[src/rtl/instr_encoder.sv]
// rv32_pkg: instruction packet layout shared by decode/encode stages.
// instr_encoder: RV32IM packet -> machine word, 1-cycle registered, output holds under backpressure.
package rv32_pkg;
   typedef enum logic [5:0] {
      ALU_OP_NOP, ALU_OP_ADD, ALU_OP_SUB, ALU_OP_SLL, ALU_OP_SLT, ALU_OP_SLTU,
      ALU_OP_XOR, ALU_OP_SRL, ALU_OP_SRA, ALU_OP_OR, ALU_OP_AND,
      ALU_OP_MUL, ALU_OP_MULH, ALU_OP_MULHSU, ALU_OP_MULHU,
      ALU_OP_DIV, ALU_OP_DIVU, ALU_OP_REM, ALU_OP_REMU,
      ALU_OP_ADDI, ALU_OP_SLTI, ALU_OP_SLTIU, ALU_OP_XORI, ALU_OP_ORI, ALU_OP_ANDI,
      ALU_OP_SLLI, ALU_OP_SRLI, ALU_OP_SRAI,
      ALU_OP_LB, ALU_OP_LH, ALU_OP_LW, ALU_OP_LBU, ALU_OP_LHU,
      ALU_OP_SB, ALU_OP_SH, ALU_OP_SW,
      ALU_OP_BEQ, ALU_OP_BNE, ALU_OP_BLT, ALU_OP_BGE, ALU_OP_BLTU, ALU_OP_BGEU,
      ALU_OP_LUI, ALU_OP_AUIPC, ALU_OP_JAL, ALU_OP_JALR
   } alu_op_e;

   typedef struct packed {
      alu_op_e     alu_op;
      logic [4:0]  rd;
      logic [4:0]  rs1;
      logic [4:0]  rs2;
      logic [31:0] imm32;
   } rv32_instr_packet_t;
endpackage

module instr_encoder
   import rv32_pkg::*;
#(
   parameter int                ADDR_W    = 32,
   parameter logic [ADDR_W-1:0] BASE_ADDR = 32'h0000_0000
) (
   input  logic                clk,
   input  logic                rst,
   input  logic                in_valid,
   output logic                in_ready,
   input  rv32_instr_packet_t  in_packet,
   output logic                out_valid,
   input  logic                out_ready,
   output logic [31:0]         out_instr,
   output logic [ADDR_W-1:0]   out_addr,
   output logic                out_illegal,
   input  logic                cfg_restart,
   output logic [15:0]         word_count,
   output logic [7:0]          err_count
);

   typedef enum logic [3:0] {
      FMT_BAD, FMT_NOP, FMT_R, FMT_I, FMT_SH, FMT_LD, FMT_JALR,
      FMT_S, FMT_B, FMT_LUI, FMT_AUIPC, FMT_J
   } fmt_e;

   fmt_e              w_fmt;
   logic [2:0]        w_f3;
   logic [6:0]        w_f7;
   logic [31:0]       w_imm;
   logic [4:0]        w_rd, w_rs1, w_rs2;
   logic              w_fit12, w_fit13, w_fit21;
   logic              w_legal;
   logic [31:0]       w_raw;
   logic              w_acc, w_out_hs;

   logic              r_out_vld;
   logic [31:0]       r_out_instr;
   logic              r_out_ill;
   logic [ADDR_W-1:0] r_out_addr;
   logic [15:0]       r_word_cnt;
   logic [7:0]        r_err_cnt;

   assign w_imm = in_packet.imm32;
   assign w_rd  = in_packet.rd;
   assign w_rs1 = in_packet.rs1;
   assign w_rs2 = in_packet.rs2;

   // Immediate fits an N-bit signed field when all bits above it copy its sign bit.
   assign w_fit12 = (w_imm[31:12] == {20{w_imm[11]}});
   assign w_fit13 = (w_imm[31:13] == {19{w_imm[12]}});
   assign w_fit21 = (w_imm[31:21] == {11{w_imm[20]}});

   always_comb begin
      w_fmt = FMT_BAD;
      w_f3  = 3'd0;
      w_f7  = 7'b0000000;
      case (in_packet.alu_op)
         ALU_OP_NOP:    w_fmt = FMT_NOP;
         ALU_OP_ADD:    begin w_fmt = FMT_R; w_f3 = 3'd0; end
         ALU_OP_SUB:    begin w_fmt = FMT_R; w_f3 = 3'd0; w_f7 = 7'b0100000; end
         ALU_OP_SLL:    begin w_fmt = FMT_R; w_f3 = 3'd1; end
         ALU_OP_SLT:    begin w_fmt = FMT_R; w_f3 = 3'd2; end
         ALU_OP_SLTU:   begin w_fmt = FMT_R; w_f3 = 3'd3; end
         ALU_OP_XOR:    begin w_fmt = FMT_R; w_f3 = 3'd4; end
         ALU_OP_SRL:    begin w_fmt = FMT_R; w_f3 = 3'd5; end
         ALU_OP_SRA:    begin w_fmt = FMT_R; w_f3 = 3'd5; w_f7 = 7'b0100000; end
         ALU_OP_OR:     begin w_fmt = FMT_R; w_f3 = 3'd6; end
         ALU_OP_AND:    begin w_fmt = FMT_R; w_f3 = 3'd7; end
         ALU_OP_MUL:    begin w_fmt = FMT_R; w_f3 = 3'd0; w_f7 = 7'b0000001; end
         ALU_OP_MULH:   begin w_fmt = FMT_R; w_f3 = 3'd1; w_f7 = 7'b0000001; end
         ALU_OP_MULHSU: begin w_fmt = FMT_R; w_f3 = 3'd2; w_f7 = 7'b0000001; end
         ALU_OP_MULHU:  begin w_fmt = FMT_R; w_f3 = 3'd3; w_f7 = 7'b0000001; end
         ALU_OP_DIV:    begin w_fmt = FMT_R; w_f3 = 3'd4; w_f7 = 7'b0000001; end
         ALU_OP_DIVU:   begin w_fmt = FMT_R; w_f3 = 3'd5; w_f7 = 7'b0000001; end
         ALU_OP_REM:    begin w_fmt = FMT_R; w_f3 = 3'd6; w_f7 = 7'b0000001; end
         ALU_OP_REMU:   begin w_fmt = FMT_R; w_f3 = 3'd7; w_f7 = 7'b0000001; end
         ALU_OP_ADDI:   begin w_fmt = FMT_I; w_f3 = 3'd0; end
         ALU_OP_SLTI:   begin w_fmt = FMT_I; w_f3 = 3'd2; end
         ALU_OP_SLTIU:  begin w_fmt = FMT_I; w_f3 = 3'd3; end
         ALU_OP_XORI:   begin w_fmt = FMT_I; w_f3 = 3'd4; end
         ALU_OP_ORI:    begin w_fmt = FMT_I; w_f3 = 3'd6; end
         ALU_OP_ANDI:   begin w_fmt = FMT_I; w_f3 = 3'd7; end
         ALU_OP_SLLI:   begin w_fmt = FMT_SH; w_f3 = 3'd1; end
         ALU_OP_SRLI:   begin w_fmt = FMT_SH; w_f3 = 3'd5; end
         ALU_OP_SRAI:   begin w_fmt = FMT_SH; w_f3 = 3'd5; w_f7 = 7'b0100000; end
         ALU_OP_LB:     begin w_fmt = FMT_LD; w_f3 = 3'd0; end
         ALU_OP_LH:     begin w_fmt = FMT_LD; w_f3 = 3'd1; end
         ALU_OP_LW:     begin w_fmt = FMT_LD; w_f3 = 3'd2; end
         ALU_OP_LBU:    begin w_fmt = FMT_LD; w_f3 = 3'd4; end
         ALU_OP_LHU:    begin w_fmt = FMT_LD; w_f3 = 3'd5; end
         ALU_OP_SB:     begin w_fmt = FMT_S; w_f3 = 3'd0; end
         ALU_OP_SH:     begin w_fmt = FMT_S; w_f3 = 3'd1; end
         ALU_OP_SW:     begin w_fmt = FMT_S; w_f3 = 3'd2; end
         ALU_OP_BEQ:    begin w_fmt = FMT_B; w_f3 = 3'd0; end
         ALU_OP_BNE:    begin w_fmt = FMT_B; w_f3 = 3'd1; end
         ALU_OP_BLT:    begin w_fmt = FMT_B; w_f3 = 3'd4; end
         ALU_OP_BGE:    begin w_fmt = FMT_B; w_f3 = 3'd5; end
         ALU_OP_BLTU:   begin w_fmt = FMT_B; w_f3 = 3'd6; end
         ALU_OP_BGEU:   begin w_fmt = FMT_B; w_f3 = 3'd7; end
         ALU_OP_LUI:    w_fmt = FMT_LUI;
         ALU_OP_AUIPC:  w_fmt = FMT_AUIPC;
         ALU_OP_JAL:    w_fmt = FMT_J;
         ALU_OP_JALR:   begin w_fmt = FMT_JALR; w_f3 = 3'd0; end
         default:       w_fmt = FMT_BAD;
      endcase
   end

   always_comb begin
      w_legal = 1'b0;
      w_raw   = 32'h0000_0000;
      case (w_fmt)
         FMT_NOP:   begin w_legal = 1'b1; w_raw = 32'h0000_0013; end
         FMT_R:     begin w_legal = 1'b1; w_raw = {w_f7, w_rs2, w_rs1, w_f3, w_rd, 7'b0110011}; end
         FMT_I:     begin w_legal = w_fit12; w_raw = {w_imm[11:0], w_rs1, w_f3, w_rd, 7'b0010011}; end
         FMT_LD:    begin w_legal = w_fit12; w_raw = {w_imm[11:0], w_rs1, w_f3, w_rd, 7'b0000011}; end
         FMT_JALR:  begin w_legal = w_fit12; w_raw = {w_imm[11:0], w_rs1, w_f3, w_rd, 7'b1100111}; end
         FMT_SH:    begin
            w_legal = (w_imm[31:5] == 27'd0);
            w_raw   = {w_f7, w_imm[4:0], w_rs1, w_f3, w_rd, 7'b0010011};
         end
         FMT_S:     begin
            w_legal = w_fit12;
            w_raw   = {w_imm[11:5], w_rs2, w_rs1, w_f3, w_imm[4:0], 7'b0100011};
         end
         FMT_B:     begin
            w_legal = w_fit13 && !w_imm[0];
            w_raw   = {w_imm[12], w_imm[10:5], w_rs2, w_rs1, w_f3, w_imm[4:1], w_imm[11], 7'b1100011};
         end
         FMT_LUI:   begin w_legal = (w_imm[11:0] == 12'd0); w_raw = {w_imm[31:12], w_rd, 7'b0110111}; end
         FMT_AUIPC: begin w_legal = (w_imm[11:0] == 12'd0); w_raw = {w_imm[31:12], w_rd, 7'b0010111}; end
         FMT_J:     begin
            w_legal = w_fit21 && !w_imm[0];
            w_raw   = {w_imm[20], w_imm[10:1], w_imm[11], w_imm[19:12], w_rd, 7'b1101111};
         end
         default:   begin w_legal = 1'b0; w_raw = 32'h0000_0000; end
      endcase
   end

   assign in_ready = !r_out_vld || out_ready;
   assign w_acc    = in_valid && in_ready;
   assign w_out_hs = r_out_vld && out_ready;

   always_ff @(posedge clk or posedge rst) begin
      if (rst) begin
         r_out_vld   <= 1'b0;
         r_out_instr <= 32'h0000_0000;
         r_out_ill   <= 1'b0;
      end else if (w_acc) begin
         r_out_vld   <= 1'b1;
         r_out_instr <= w_legal ? w_raw : 32'h0000_0000;
         r_out_ill   <= !w_legal;
      end else if (w_out_hs) begin
         r_out_vld   <= 1'b0;
      end
   end

   // Restart wins over the delivery increment; a held word simply re-labels to BASE_ADDR.
   always_ff @(posedge clk or posedge rst) begin
      if (rst) begin
         r_out_addr <= BASE_ADDR;
         r_word_cnt <= 16'd0;
         r_err_cnt  <= 8'd0;
      end else if (cfg_restart) begin
         r_out_addr <= BASE_ADDR;
         r_word_cnt <= 16'd0;
         r_err_cnt  <= 8'd0;
      end else if (w_out_hs) begin
         r_out_addr <= r_out_addr + ADDR_W'(4);
         if (r_word_cnt != 16'hFFFF) r_word_cnt <= r_word_cnt + 16'd1;
         if (r_out_ill && (r_err_cnt != 8'hFF)) r_err_cnt <= r_err_cnt + 8'd1;
      end
   end

   assign out_valid   = r_out_vld;
   assign out_instr   = r_out_instr;
   assign out_illegal = r_out_ill;
   assign out_addr    = r_out_addr;
   assign word_count  = r_word_cnt;
   assign err_count   = r_err_cnt;

endmodule

[config.mk]
export PLATFORM = sky130hd
export DESIGN_NAME = instr_encoder
export DESIGN_NICKNAME = d
export VERILOG_FILES = /design/src/rtl/instr_encoder.sv
export SDC_FILE = /design/constraint.sdc
export NUM_CORES = 1
export LEC_CHECK = 0
export ABC_AREA = 1
export CORE_MARGIN = 2
export CORE_UTILIZATION = 52
export CTS_BUF_LIST = sky130_fd_sc_hd__clkbuf_4
export DETAILED_ROUTE_END_ITERATION = 10
export PLACE_DENSITY_LB_ADDON = 0.15
export SKIP_CTS_REPAIR_TIMING = 1
export SYNTH_ARGS = -nofsm -noshare
export SYNTH_HDL_FRONTEND = slang
export SYNTH_SLANG_ARGS = --single-unit
[constraint.sdc]
create_clock -name clk -period 3.7 [get_ports clk]
set_input_delay 0.74 -clock clk [delete_from_list [all_inputs] [get_ports clk]]
set_output_delay 0.74 -clock clk [all_outputs]
set_load 0.02 [all_outputs]
Word level (Yosys, flattened, before mapping)

Index checks and enable logic that the tools add are counted.
W data, S select, Z words.

Flip-flop bits (word level): 90
Output and inout port bits: 91

Add/sub/neg operators: 3
Eq/ne operators: 61
Muxes and demuxes: 16
Reduce and logical (&&, ||, !) cells: 36

Operators by type and width:

| kind                    | count |
|---|---|
| $pmux W32 S11           | 1 |
| $eq A6 B5 Y1 const B    | 16 |
| $mux W32                | 3 |
| $eq A6 B6 Y1 const B    | 14 |
| $eq A6 B4 Y1 const B    | 8 |
| $mux W16                | 3 |
| $pmux W4 S11            | 1 |
| $add A32 B3 Y32 const B | 1 |
| $logic_not A27 Y1       | 1 |
| $eq A6 B3 Y1 const B    | 4 |
| $mux W8                 | 3 |
| $pmux W3 S7             | 1 |
| $eq A20 B20 Y1          | 1 |
| $eq A19 B19 Y1          | 1 |
| $reduce_or A18 Y1       | 1 |
| $reduce_or A6 Y1        | 3 |
| $add A16 B1 Y16 const B | 1 |
| $eq A4 B3 Y1 const B    | 4 |
| $eq A4 B4 Y1 const B    | 4 |
| $ne A16 B16 Y1 const B  | 1 |
| $reduce_or A5 Y1        | 3 |
| $eq A6 B2 Y1 const B    | 2 |
| $logic_not A12 Y1       | 1 |
| $pmux W6 S2             | 1 |
| other kinds (19)        | 37 |

Depth between registers and ports, before layout

Gate-level depths: netlist of the first run.

Word-level depth: 7
Gate-level depth with buffers: 16
Mapped depth without buffers: 15

Worst setup path after synthesis of the first run

No wires, ideal clock.

Kind: input -> register
Start point: input in_packet[48] (netlist bit)
End point: register r_out_instr[15], in the netlist out_instr[15]
Library setup time: 0.117 ns
Data arrival time: 2.072 ns
Required time: 3.583 ns
Path slack: 1.511 ns
Stages on the path: 14
Cells stage by stage: buf_2 -> nand2_1 -> inv_1 -> nand2_1 -> nand2_1 -> nor2_1 -> nand2_1 -> nand2_1 -> nand3_2 -> a21oi_1 -> nand3_2 -> buf_2 -> nand2_1 -> nand2_1

Longest elaborated chain between the ends: 7
Elaborated cells on any way between the ends: 70

Ends and longest elaborated chain:

| what                                                                  | line | source |
|---|---|---|
| start, declared                                                       | 36   | `input rv32_instr_packet_t in_packet,` |
| $eq A6 B5 Y1, or another cell as far along                            | 83   | `case (in_packet.alu_op)` |
| $reduce_or A18 Y1 (no line), or another cell as far along             | n/a  |  |
| $pmux W4 S11 *                                                        | 83   |  |
| $eq A4 B3 Y1, or another cell as far along                            | 137  | `case (w_fmt)` |
| $reduce_or A4 Y1 (no line) / $reduce_or A2 Y1 (equally long branches) | n/a  |  |
| $pmux W1 S6                                                           | 137  |  |
| $mux W32 *                                                            | 176  | `r_out_instr <= w_legal ? w_raw : 32'h0000_0000;` |
| end signal, assigned                                                  | 176  |  |
| end, declared                                                         | 63   | `logic [31:0] r_out_instr;` |

Mark *: on every way between the ends. The rest lies on a longest branch, timed or not.
A chain may end at the register's enable or synchronous reset.

Worst setup path in the final report of the first run

Start point: input out_ready
End point: output in_ready

Longest elaborated chain between the ends: 1

Ends and longest elaborated chain:

| what               | line | source |
|---|---|---|
| start, declared    | 38   | `input logic out_ready,` |
| $logic_or A1 B1 Y1 | 165  | `assign in_ready = !r_out_vld \|\| out_ready;` |
| end, declared      | 35   | `output logic in_ready,` |

Every way passes these cells.

==> results of run 1 <==
-- registers in the layout, summed over array words and instances, names as in the netlist --
signal,flops
out_illegal,1
word_count,16
out_addr,30
out_valid,1
err_count,8
out_instr,31
-- cell usage after synthesis --
master,number,share of area
a21boi_0,1,0.0012
a211oi_1,1,0.0012
nor2_4,1,0.0018
buf_6,1,0.0018
a221oi_1,1,0.0014
nor2_1,118,0.070
o31ai_1,5,0.0059
conb_1,1,0.00059
a21oi_1,41,0.032
nor3_2,1,0.0016
o21ai_0,56,0.044
xor2_1,13,0.018
nor2_2,5,0.0049
a21o_1,1,0.0012
nand2_1,370,0.22
buf_1,1,0.00059
a31oi_1,3,0.0030
o211ai_1,1,0.0012
clkinv_1,4,0.0024
o22ai_1,2,0.0020
a311oi_1,1,0.0014
inv_1,92,0.054
xnor2_1,1,0.0014
clkbuf_1,14,0.0083
nor4_1,9,0.0089
dfrtp_1,87,0.34
ha_1,4,0.0079
a41oi_1,1,0.0014
o21ai_1,2,0.0016
buf_2,8,0.0063
nand4_1,28,0.028
and3_1,1,0.00098
buf_4,6,0.0071
inv_2,6,0.0035
and2_1,1,0.00098
o21a_1,6,0.0071
a22oi_1,11,0.013
or2_2,2,0.0020
nand3_1,72,0.057
nor3_1,33,0.026
nand2_2,3,0.0030
nor3b_1,2,0.0024
nand3_2,2,0.0031
-- cell type report --
| cell class | count | area [um^2] | area share |
|---|---|---|---|
| multi-input cells | 801 | 3650 | 0.447 |
| clock inverters | 7 | 120 | 0.0147 |
| clock buffers | 9 | 67.6 | 0.00828 |
| inverters | 102 | 384 | 0.0471 |
| flip-flops and latches | 87 | 2180 | 0.267 |
| repair buffers | 160 | 1580 | 0.193 |
| well taps | 147 | 184 | 0.0225 |
-- critical path, delay by kind of cell --
kind	cells	cell delay, ps
buffers and inverters	3	1140
and+or+nand+nor	1	90
-- power groups by stage --
stage	Sequential (uW)	Clock [uW]	Combinational [uW]
2_1_floorplan	1080	0	263
3_3_place_gp	1040	0	561
3_5_place_dp	1040	0	562
4_1_cts	1020	702	564
5_1_grt	1030	736	623
6_report	1020	684	566
-- final timing paths --
path | endpoint | startpoint
setup / recovery | in_ready | out_ready
hold / removal | out_instr[11]$_DFFE_PP0P_ | out_instr[11]$_DFFE_PP0P_
setup reg to reg | out_addr[28]$_DFFE_PP0N_ | out_addr[2]$_DFFE_PP0N_
hold reg to reg | out_instr[11]$_DFFE_PP0P_ | out_instr[11]$_DFFE_PP0P_
max in group asynchronous | out_illegal$_DFFE_PP0P_ | rst
min in group asynchronous | err_count[0]$_DFFE_PP0P_ | rst
-- per-stage QoR --
stage	hold WS, ps	instance area (um^2)	utilization
2_1_floorplan	588	6360	-
3_3_place_gp	465	7970	0.667
4_1_cts	497	8160	0.682
5_1_grt	513	8160	0.682
6_report	492	8160	0.682
3_5_place_dp	464	7970	0.667
-- metal layers --
layer  part of all wire  global-route usage
met2               0.47               0.463
met5                  0                   0
met1               0.43               0.384
met3              0.066              0.0307
met4              0.032               0.119
-- cell families (layout without fill, tap and decap cells) --
logic type      after synthesis  in the layout
xor+xnor                     14             14
fa+ha+maj                     4              4
flops                        87             87
other cells                   1              2
buf+inv                     132            278
compound gates              133            133
simple gates                648            648
==> results by group, run 1 <==
Outcome
  • Outcome: completed

Yosys
  • Seq/Total Area, Yosys: 0.342
  • Post-Syn Area: 6360 um^2
  • Compound-Gate Fraction of Synth Area: 0.118
  • Post-synthesis adder-cell area fraction: 0.00787
  • Post-Synthesis Cells: 1019
  • Cell variety after synth: 43
  • Synth Area in Simple Gates: 0.428
  • Mux contribution to synthesized area: 0
  • Largest family of logic cells by synthesized area: simple AND/OR/NAND/NOR gates
  • Post-Synth XOR/XNOR Area: 0.0193
  • Yosys reg bits: 87
  • Warnings, synthesis: 0
  • Synthesized area per cell: 6.24 um^2

Cells and area
  • Area grow syn2layout: 28.4%
  • Most frequent cells in the layout: nand2_1, clkdlybuf4s50_1, nor2_1
  • Share of cells above drive strength 1: 0.0437
  • Filler cells: 1065
  • Commonest non-fill, non-tap cell in the layout: nand2_1
  • Post-Layout Cell Count: 1313
  • N_diodes: 0
  • Layout Nets: 1223

Timing
  • Final Critical Period: 2710 ps
  • Achievable frequency: 369 MHz
  • Fin. Hold Viols: 0
  • Unrepaired setup endpoints after global routing: no
  • Setup WS post-layout: 989 ps
  • Clk_skew: 18.4 ps
  • Slew headroom: 0.457
  • Setup_tns: 0 ps
  • Worst Tran Pin Value: 814 ps
  • Final number of setup-violating endpoints: 0
  • Final Cycle Share: 0.733
  • Slew Limit Fails: 0

Placement
  • # placed instances: 1297
  • Detail Placement HPWL: 13900 um
  • Global placer's final weighted congestion: 0.981
  • Pre-CTS WS: 600 ps
  • I/O Buffers: 146

Clock tree
  • CTS tree: yes
  • Sink Count: 87
  • Max clock buf depth: 2
  • H-tree levels: 3
  • Worst-Skew Late Latency: 450 ps
  • TritonCTS Buffers: 9
  • Clk pin slew, worst setup/hold paths: 120 ps
  • Clock Root Buffer: clkbuf_4

Die
  • Die Area: 13100 um^2
  • Core area: 12000 um^2
  • Die Wd: 115 um
  • # rows: 40
  • Vertical die dimension: 115 um
  • Initial core utilization: 0.531
  • Ports: 149

Critical path
  • CP most frequent cell: clkdlybuf4s50_1
  • Crit start category: input port
  • Critical Path Sink Type: output port
  • Crit Path Category: in -> out
  • Critical Path RT: 2960 ps
  • Worst path cell trace: clkdlybuf4s50_1 > inv_1 > nand2_1 > clkdlybuf4s50_1
  • Slack of the worst reg-to-reg path: 1390 ps
  • CP max FO: 3
  • Slowest cell on the critical path: clkdlybuf4s50_1
  • Crit path DAT: 1970 ps
  • Slowest stage delay, CP: 610 ps
  • R2R cell count: 11

Routing
  • Drt total wl: 18300 um
  • Routed vias: 7160
  • Antenna Nets Post-Route: 0
  • Initial DRC Count: 742
  • Drt drc: 0
  • DR pass1 iterations: 5
  • Drt via density: 5.45
  • Drt wl/cell: 13.9 um

Power and ir drop
  • Total power: 2270 uW
  • Clk pwr share: 0.301
  • Logic pwr share: 0.249
  • Peak VDD IR: 0.000126 V
  • Flop pwr share: 0.450
  • Leakage power: 0.00398 uW
  • Net switching power: 719 uW
  • Internal power: 1550 uW
  • Switching share of power: 0.316
  • PD cells: 279 nW/um^2

Global routing
  • Antenna violations before repair: 0
  • Total track usage: 0.283
  • Grt ovf: 0
  • First-pass GRT wire length: 30300 um
  • Largest net degree at the start of global routing: 48
  • Vias in the first global route: 6411

Min path
  • Hold Path Stages: 2
  • Hold Crit Class: reg -> reg

Run
  • Max_cap viols: 0
(Power assumes the default switching activity.)
==> run 2, diff against run 1 <==
--- a/config.mk
+++ b/config.mk
@@ -7,7 +7,7 @@
 export LEC_CHECK = 0
 export ABC_AREA = 1
 export CORE_MARGIN = 2
-export CORE_UTILIZATION = 52
+export CORE_UTILIZATION = 47
 export CTS_BUF_LIST = sky130_fd_sc_hd__clkbuf_4
 export DETAILED_ROUTE_END_ITERATION = 10
 export PLACE_DENSITY_LB_ADDON = 0.15
==> constraint.sdc (replaced) <==
create_clock -name clk -period 2.2 [get_ports clk]
set_input_delay 0.44 -clock clk [delete_from_list [all_inputs] [get_ports clk]]
set_output_delay 0.44 -clock clk [all_outputs]
set_load 0.02 [all_outputs]
==> results by group, run 2 (synthesis results as in run 1) <==
Outcome
  • Outcome: completed

Cells and area
  • Most frequent cells in the layout: nand2_1, clkdlybuf4s50_1, buf_4
  • Area grow syn2layout: 43.2%
  • Commonest non-fill, non-tap cell in the layout: nand2_1
  • Layout Nets: 1330
  • Filler cells: 1194
  • Max reg flops: 31
  • Final cell utilization of the core: 0.688
  • Post-Layout Cell Count: 1450
  • Share of cells above drive strength 1: 0.137

Global routing
  • First-pass GRT wire length: 32700 um
  • Largest net degree at the start of global routing: 33
  • Grt ovf: 0
  • Antenna violations before repair: 0
  • Vias in the first global route: 6891
  • Total track usage: 0.278

Critical path
  • Critical Path RT: 1760 ps
  • Slowest stage delay, CP: 610 ps
  • R2R cell count: 12
  • R2R Path Start: out_addr[2]$_DFFE_PP0N_
  • Setup crit end: in_ready
  • Worst path cell trace: clkdlybuf4s50_1 > inv_1 > nand2_1 > clkdlybuf4s50_1
  • CP max FO: 3
  • Critical Path Sink Type: output port
  • Crit start category: input port
  • CP top delay family: buffers and inverters
  • CP startpoint: out_ready
  • CP most frequent cell: clkdlybuf4s50_1
  • Buf/Inv on CP: 3
  • Slowest cell on the critical path: clkdlybuf4s50_1
  • Crit. path cell count: 4
  • Crit path DAT: 1680 ps
  • Worst r2r dst: out_addr[30]$_DFFE_PP0N_
  • Crit Path Category: in -> out
  • Slack of the worst reg-to-reg path: 160 ps

Power and ir drop
  • Flop pwr share: 0.448
  • Switching share of power: 0.317
  • Peak VDD IR: 0.000221 V
  • PD cells: 422 nW/um^2
  • Clk pwr share: 0.264
  • Net switching power: 1220 uW
  • Leakage power: 0.00456 uW
  • Logic pwr share: 0.288
  • Internal power: 2620 uW

Routing
  • Antenna Nets Post-Route: 0
  • DR pass1 iterations: 5
  • Routed vias: 7578
  • Drt drc: 0
  • Drt total wl: 20100 um
  • Drt wl/cell: 13.8 um
  • Initial DRC Count: 585
  • Drt via density: 5.23

Min path
  • Hold Crit Class: in -> async

Clock tree
  • Worst-Skew Late Latency: 440 ps
  • Clk pin slew, worst setup/hold paths: 130 ps
  • Max clock buf depth: 2
  • H-tree levels: 3
  • CTS tree: yes
  • Clock Root Buffer: clkbuf_4
  • Sink Count: 87
  • TritonCTS Buffers: 9

Timing
  • Slew headroom: 0.617
  • Slew Limit Fails: 0
  • Worst Tran Pin Value: 574 ps
  • Clk_skew: 16.2 ps
  • Final Cycle Share: 0.961
  • Fin. Hold Viols: 0
  • Achievable frequency: 473 MHz
  • Final Critical Period: 2120 ps
  • Final number of setup-violating endpoints: 0

Run
  • Max_cap viols: 0

Die
  • # rows: 42
  • Die Area: 14500 um^2
  • Ports: 149
  • Initial core utilization: 0.480
  • Core area: 13200 um^2
  • Die Wd: 120 um
  • Vertical die dimension: 120 um

Placement
  • I/O Buffers: 146
  • Global placer's final weighted congestion: 0.920
  • # placed instances: 1432
  • Detail Placement HPWL: 15800 um
-- run 2: cell types whose count changed in the layout (fill, tap and decap cells not counted), sizes merged --
cell,previous run,this run
buf,14,121
clkdlybuf4s50,146,141
dlymetal6s2s,0,5
bufinv,3,2
clkbuf,9,10
clkinv,7,6
clkinvlp,1,2
diode,0,1
-- run 2: how the worst min path moves through the flow --
stage,startpoint,endpoint,depth (start not counted)
floorplan,err_count[4]$_DFFE_PP0P_,err_count[4]$_DFFE_PP0P_,1
global placement,out_instr[3]$_DFFE_PP0P_,out_instr[3]$_DFFE_PP0P_,2
detailed placement,out_instr[16]$_DFFE_PP0P_,out_instr[16]$_DFFE_PP0P_,2
CTS,rst,word_count[15]$_DFFE_PP0P_,2
global route,rst,word_count[15]$_DFFE_PP0P_,2
finish,rst,word_count[15]$_DFFE_PP0P_,2
-- run 2: layer usage --
layer | part of all wire | GRT usage | routed length (um) | vias up
met5 | 0 | 0 | 0 | -
met4 | 0.022 | 0.0778 | 443 | 0
met3 | 0.055 | 0.0401 | 1100 | 29
met2 | 0.49 | 0.473 | 9750 | 256
met1 | 0.44 | 0.369 | 8750 | 3477
li1 | - | - | - | 3816
-- run 2: through the flow --
step | power (uW) | hold slack, ps | area [um^2] | setup TNS [ps] | worst slack [ps]
5_1_grt | 4050 | 397 | 9100 | -23.4 | -23.4
3_5_place_dp | 2840 | 465 | 8840 | -14300 | -479
2_1_floorplan | 2270 | 588 | 6360 | 0 | 177
3_3_place_gp | 2830 | 465 | 8840 | -14150 | -476
6_report | 3840 | 396 | 9110 | 0 | 84.8
4_1_cts | 3850 | 384 | 9000 | -8.24 | -8.24
-- run 2: area by class of cell --
type / count / area (um^2) / area share
diodes: 1 / 2.50 / 0.000275
multi-input cells: 801 / 3730 / 0.409
inverters: 102 / 387 / 0.0425
clock buffers: 10 / 75.1 / 0.00824
flip-flops and latches: 87 / 2180 / 0.239
clock inverters: 6 / 83.8 / 0.00921
repair buffers: 267 / 2430 / 0.267
well taps: 176 / 220 / 0.0242
-- run 2: worst reg2reg max path, stage by stage, from the launching register on --
cell	delay, ps
dfrtp_1	380
ha_1	170
nand2_1	90
nor2_2	120
nand2_1	110
nor3_2	180
nand2_2	110
nor2_2	120
nand2_1	80
or2_2	320
o21ai_0	160
nand2_1	60
nor2_1	80
-- run 2: power groups by stage --
stage / Combinational [uW] / Sequential, uW / Clock [uW]
floorplan: 443 / 1820 / 0
global placement: 1080 / 1750 / 0
detailed placement: 1090 / 1750 / 0
CTS: 1090 / 1720 / 1040
global route: 1210 / 1730 / 1110
finish: 1110 / 1720 / 1010
==> run 3, diff against run 2 <==
--- a/config.mk
+++ b/config.mk
@@ -5,9 +5,8 @@
 export SDC_FILE = /design/constraint.sdc
 export NUM_CORES = 1
 export LEC_CHECK = 0
-export ABC_AREA = 1
-export CORE_MARGIN = 2
-export CORE_UTILIZATION = 47
+export CORE_MARGIN = 1.5
+export CORE_UTILIZATION = 45
 export CTS_BUF_LIST = sky130_fd_sc_hd__clkbuf_4
 export DETAILED_ROUTE_END_ITERATION = 10
 export PLACE_DENSITY_LB_ADDON = 0.15
==> results by group, run 3 <==
Power and ir drop
  • Switching share of power: 0.322
  • Logic pwr share: 0.264
  • Flop pwr share: 0.489
  • Leakage power: 0.00356 uW
  • Total power: 3460 uW
  • Internal power: 2350 uW
  • Net switching power: 1120 uW
  • PD cells: 432 nW/um^2
  • Peak VDD IR: 0.000288 V
  • Clk pwr share: 0.247

Clock tree
  • Clk pin slew, worst setup/hold paths: 150 ps
  • Sink Count: 87
  • CTS tree: yes
  • TritonCTS Buffers: 9
  • H-tree levels: 3
  • Worst-Skew Late Latency: 480 ps
  • Clock Root Buffer: clkbuf_4
  • Max clock buf depth: 2

Run
  • Max_cap viols: 0

Global routing
  • Grt ovf: 0
  • GRT met2 Usage: 0.443
  • Total track usage: 0.261
  • Antenna violations before repair: 0
  • Largest net degree at the start of global routing: 67
  • GRT Max-Usage Layer: met2
  • Met1 Track Usage GR: 0.337
  • Vias in the first global route: 5393
  • GR Util met3: 0.0425
  • First-pass GRT wire length: 26300 um

Routing
  • Antenna Nets Post-Route: 0
  • Routed vias: 5441
  • Drt via density: 5.56
  • Drt total wl: 16600 um
  • Drt wl/cell: 17.0 um
  • Initial DRC Count: 429
  • DR pass1 iterations: 8
  • Drt drc: 8

Die
  • Vertical die dimension: 112 um
  • Initial core utilization: 0.464
  • Die Wd: 112 um
  • Ports: 149
  • Die Area: 12500 um^2
  • # rows: 39
  • Core area: 11500 um^2

Yosys
  • Yosys reg bits: 87
  • Most common cell in the synthesized netlist: dfrtp_1
  • Seq/Total Area, Yosys: 0.407
  • Post-synth EDFFs: 0
  • Post-Syn Area: 5350 um^2
  • Post-synth top area share: 0.407
  • Main flop type after synthesis: dfrtp_1
  • Cell variety after synth: 67
  • Post-Synth XOR/XNOR Area: 0.0655
  • Synth Area in Simple Gates: 0.250
  • Post-Synthesis Cells: 597
  • Mux contribution to synthesized area: 0.0101
  • Synth top cells by count: dfrtp_1, nand2_1, nor2_1, a21oi_1
  • Ys async rst share: 1.00
  • Compound-Gate Fraction of Synth Area: 0.215
  • Post-synthesis adder-cell area fraction: 0.00936
  • Largest family of logic cells by synthesized area: simple AND/OR/NAND/NOR gates
  • Ranking of synthesized cells by area: dfrtp_1, o31ai_2, nand2_1
  • Post-synth top area cell: dfrtp_1
  • Warnings, synthesis: 0
  • Synthesized area per cell: 8.95 um^2

Critical path
  • Crit path DAT: 2530 ps
  • Critical Path RT: 2580 ps
  • Critical Path Sink Type: register
  • CP max FO: 6
  • Crit start category: input port
  • Crit Path Category: in -> reg

Cells and area
  • Max reg flops: 31
  • Layout Nets: 892
  • Share of cells above drive strength 1: 0.225
  • Area grow syn2layout: 49.8%
  • N_diodes: 0
  • Commonest non-fill, non-tap cell in the layout: clkdlybuf4s50_1
  • Most frequent cells in the layout: clkdlybuf4s50_1, buf_4, dfrtp_1

Timing
  • Setup_tns: 0 ps
  • Final Critical Period: 2150 ps
  • Final Cycle Share: 0.980
  • Clk_skew: 23.7 ps
  • Fin. Hold Viols: 0
  • Achievable frequency: 464 MHz
  • Final number of setup-violating endpoints: 0
  • Slew headroom: 0.646
  • Worst Tran Pin Value: 532 ps
  • Slew Limit Fails: 0
  • Setup WS post-layout: 45.0 ps

Outcome
  • Outcome: finished with violations
  • Failing checks: design-rule violations

Placement
  • I/O Buffers: 146
  • Pre-CTS WS: -603 ps
  • Detail Placement HPWL: 12400 um
  • Global placer's final weighted congestion: 0.938

Min path
  • Hold Crit Class: in -> reg
## run 3: cell families after synthesis
kind of cell	after synthesis
xor gates and xnor gates	40
buffers and inverters	49
AOI/OAI and AO/OA	145
and+or+nand+nor	266
other	1
adders and majority gates	4
muxes	5
DFF	87
## run 3: final cells by class
class | count | area [um^2]
inverters | 10 | 41.3
fillers | 952 | 3510
flip-flops and latches | 87 | 2180
clock inverters | 6 | 45.0
well taps | 143 | 179
multi-input cells | 462 | 3020
clock buffers | 10 | 75.1
repair buffers | 260 | 2470
## run 3: worst max-delay path, stage by stage
cell and delay (ps):
clkdlybuf4s50_1 560, nor2_1 100, a21o_1 210, a221oi_2 390
a211oi_4 80, nor4_4 270, buf_6 180, buf_12 140
buf_4 110, o31ai_2 60
## run 3: routing by layer
layer	vias to the layer above	wire [um]
met5	-	0
met4	0	462
met3	32	867
met2	182	8100
met1	2591	7180
li1	2636	-
## run 3: power by group through the flow
stage	Clock (uW)	Sequential [uW]	Combinational, uW
2_1_floorplan	0	1780	359
3_3_place_gp	0	1720	873
3_5_place_dp	0	1720	885
4_1_cts	885	1690	888
5_1_grt	952	1700	978
6_report	855	1690	913
## run 3: through the flow
| stage | cell area (um^2) | utilization | hold WS, ps | instances |
|---|---|---|---|---|
| 2_1_floorplan | 5350 | - | 537 | 598 |
| 3_3_place_gp | 7670 | 0.666 | 465 | 958 |
| 3_5_place_dp | 7670 | 0.666 | 475 | 958 |
| 4_1_cts | 7790 | 0.676 | 140 | 974 |
| 5_1_grt | 8010 | 0.695 | 172 | 978 |
| 6_report | 8010 | 0.695 | 180 | 978 |
## run 3: final timing paths
path	slack, ps	startpoint	endpoint	cells past startpoint
min	180	cfg_restart	word_count[15]$_DFFE_PP0P_	2
max	50	in_packet[47]	out_instr[20]$_DFFE_PP0P_	10
max reg2reg	190	out_addr[2]$_DFFE_PP0N_	out_addr[22]$_DFFE_PP0N_	6
min reg2reg	510	out_instr[18]$_DFFE_PP0P_	out_instr[18]$_DFFE_PP0P_	2
max in group asynchronous	1500	rst	out_instr[29]$_DFFE_PP0P_	3
min in group asynchronous	380	rst	out_instr[12]$_DFFE_PP0P_	3
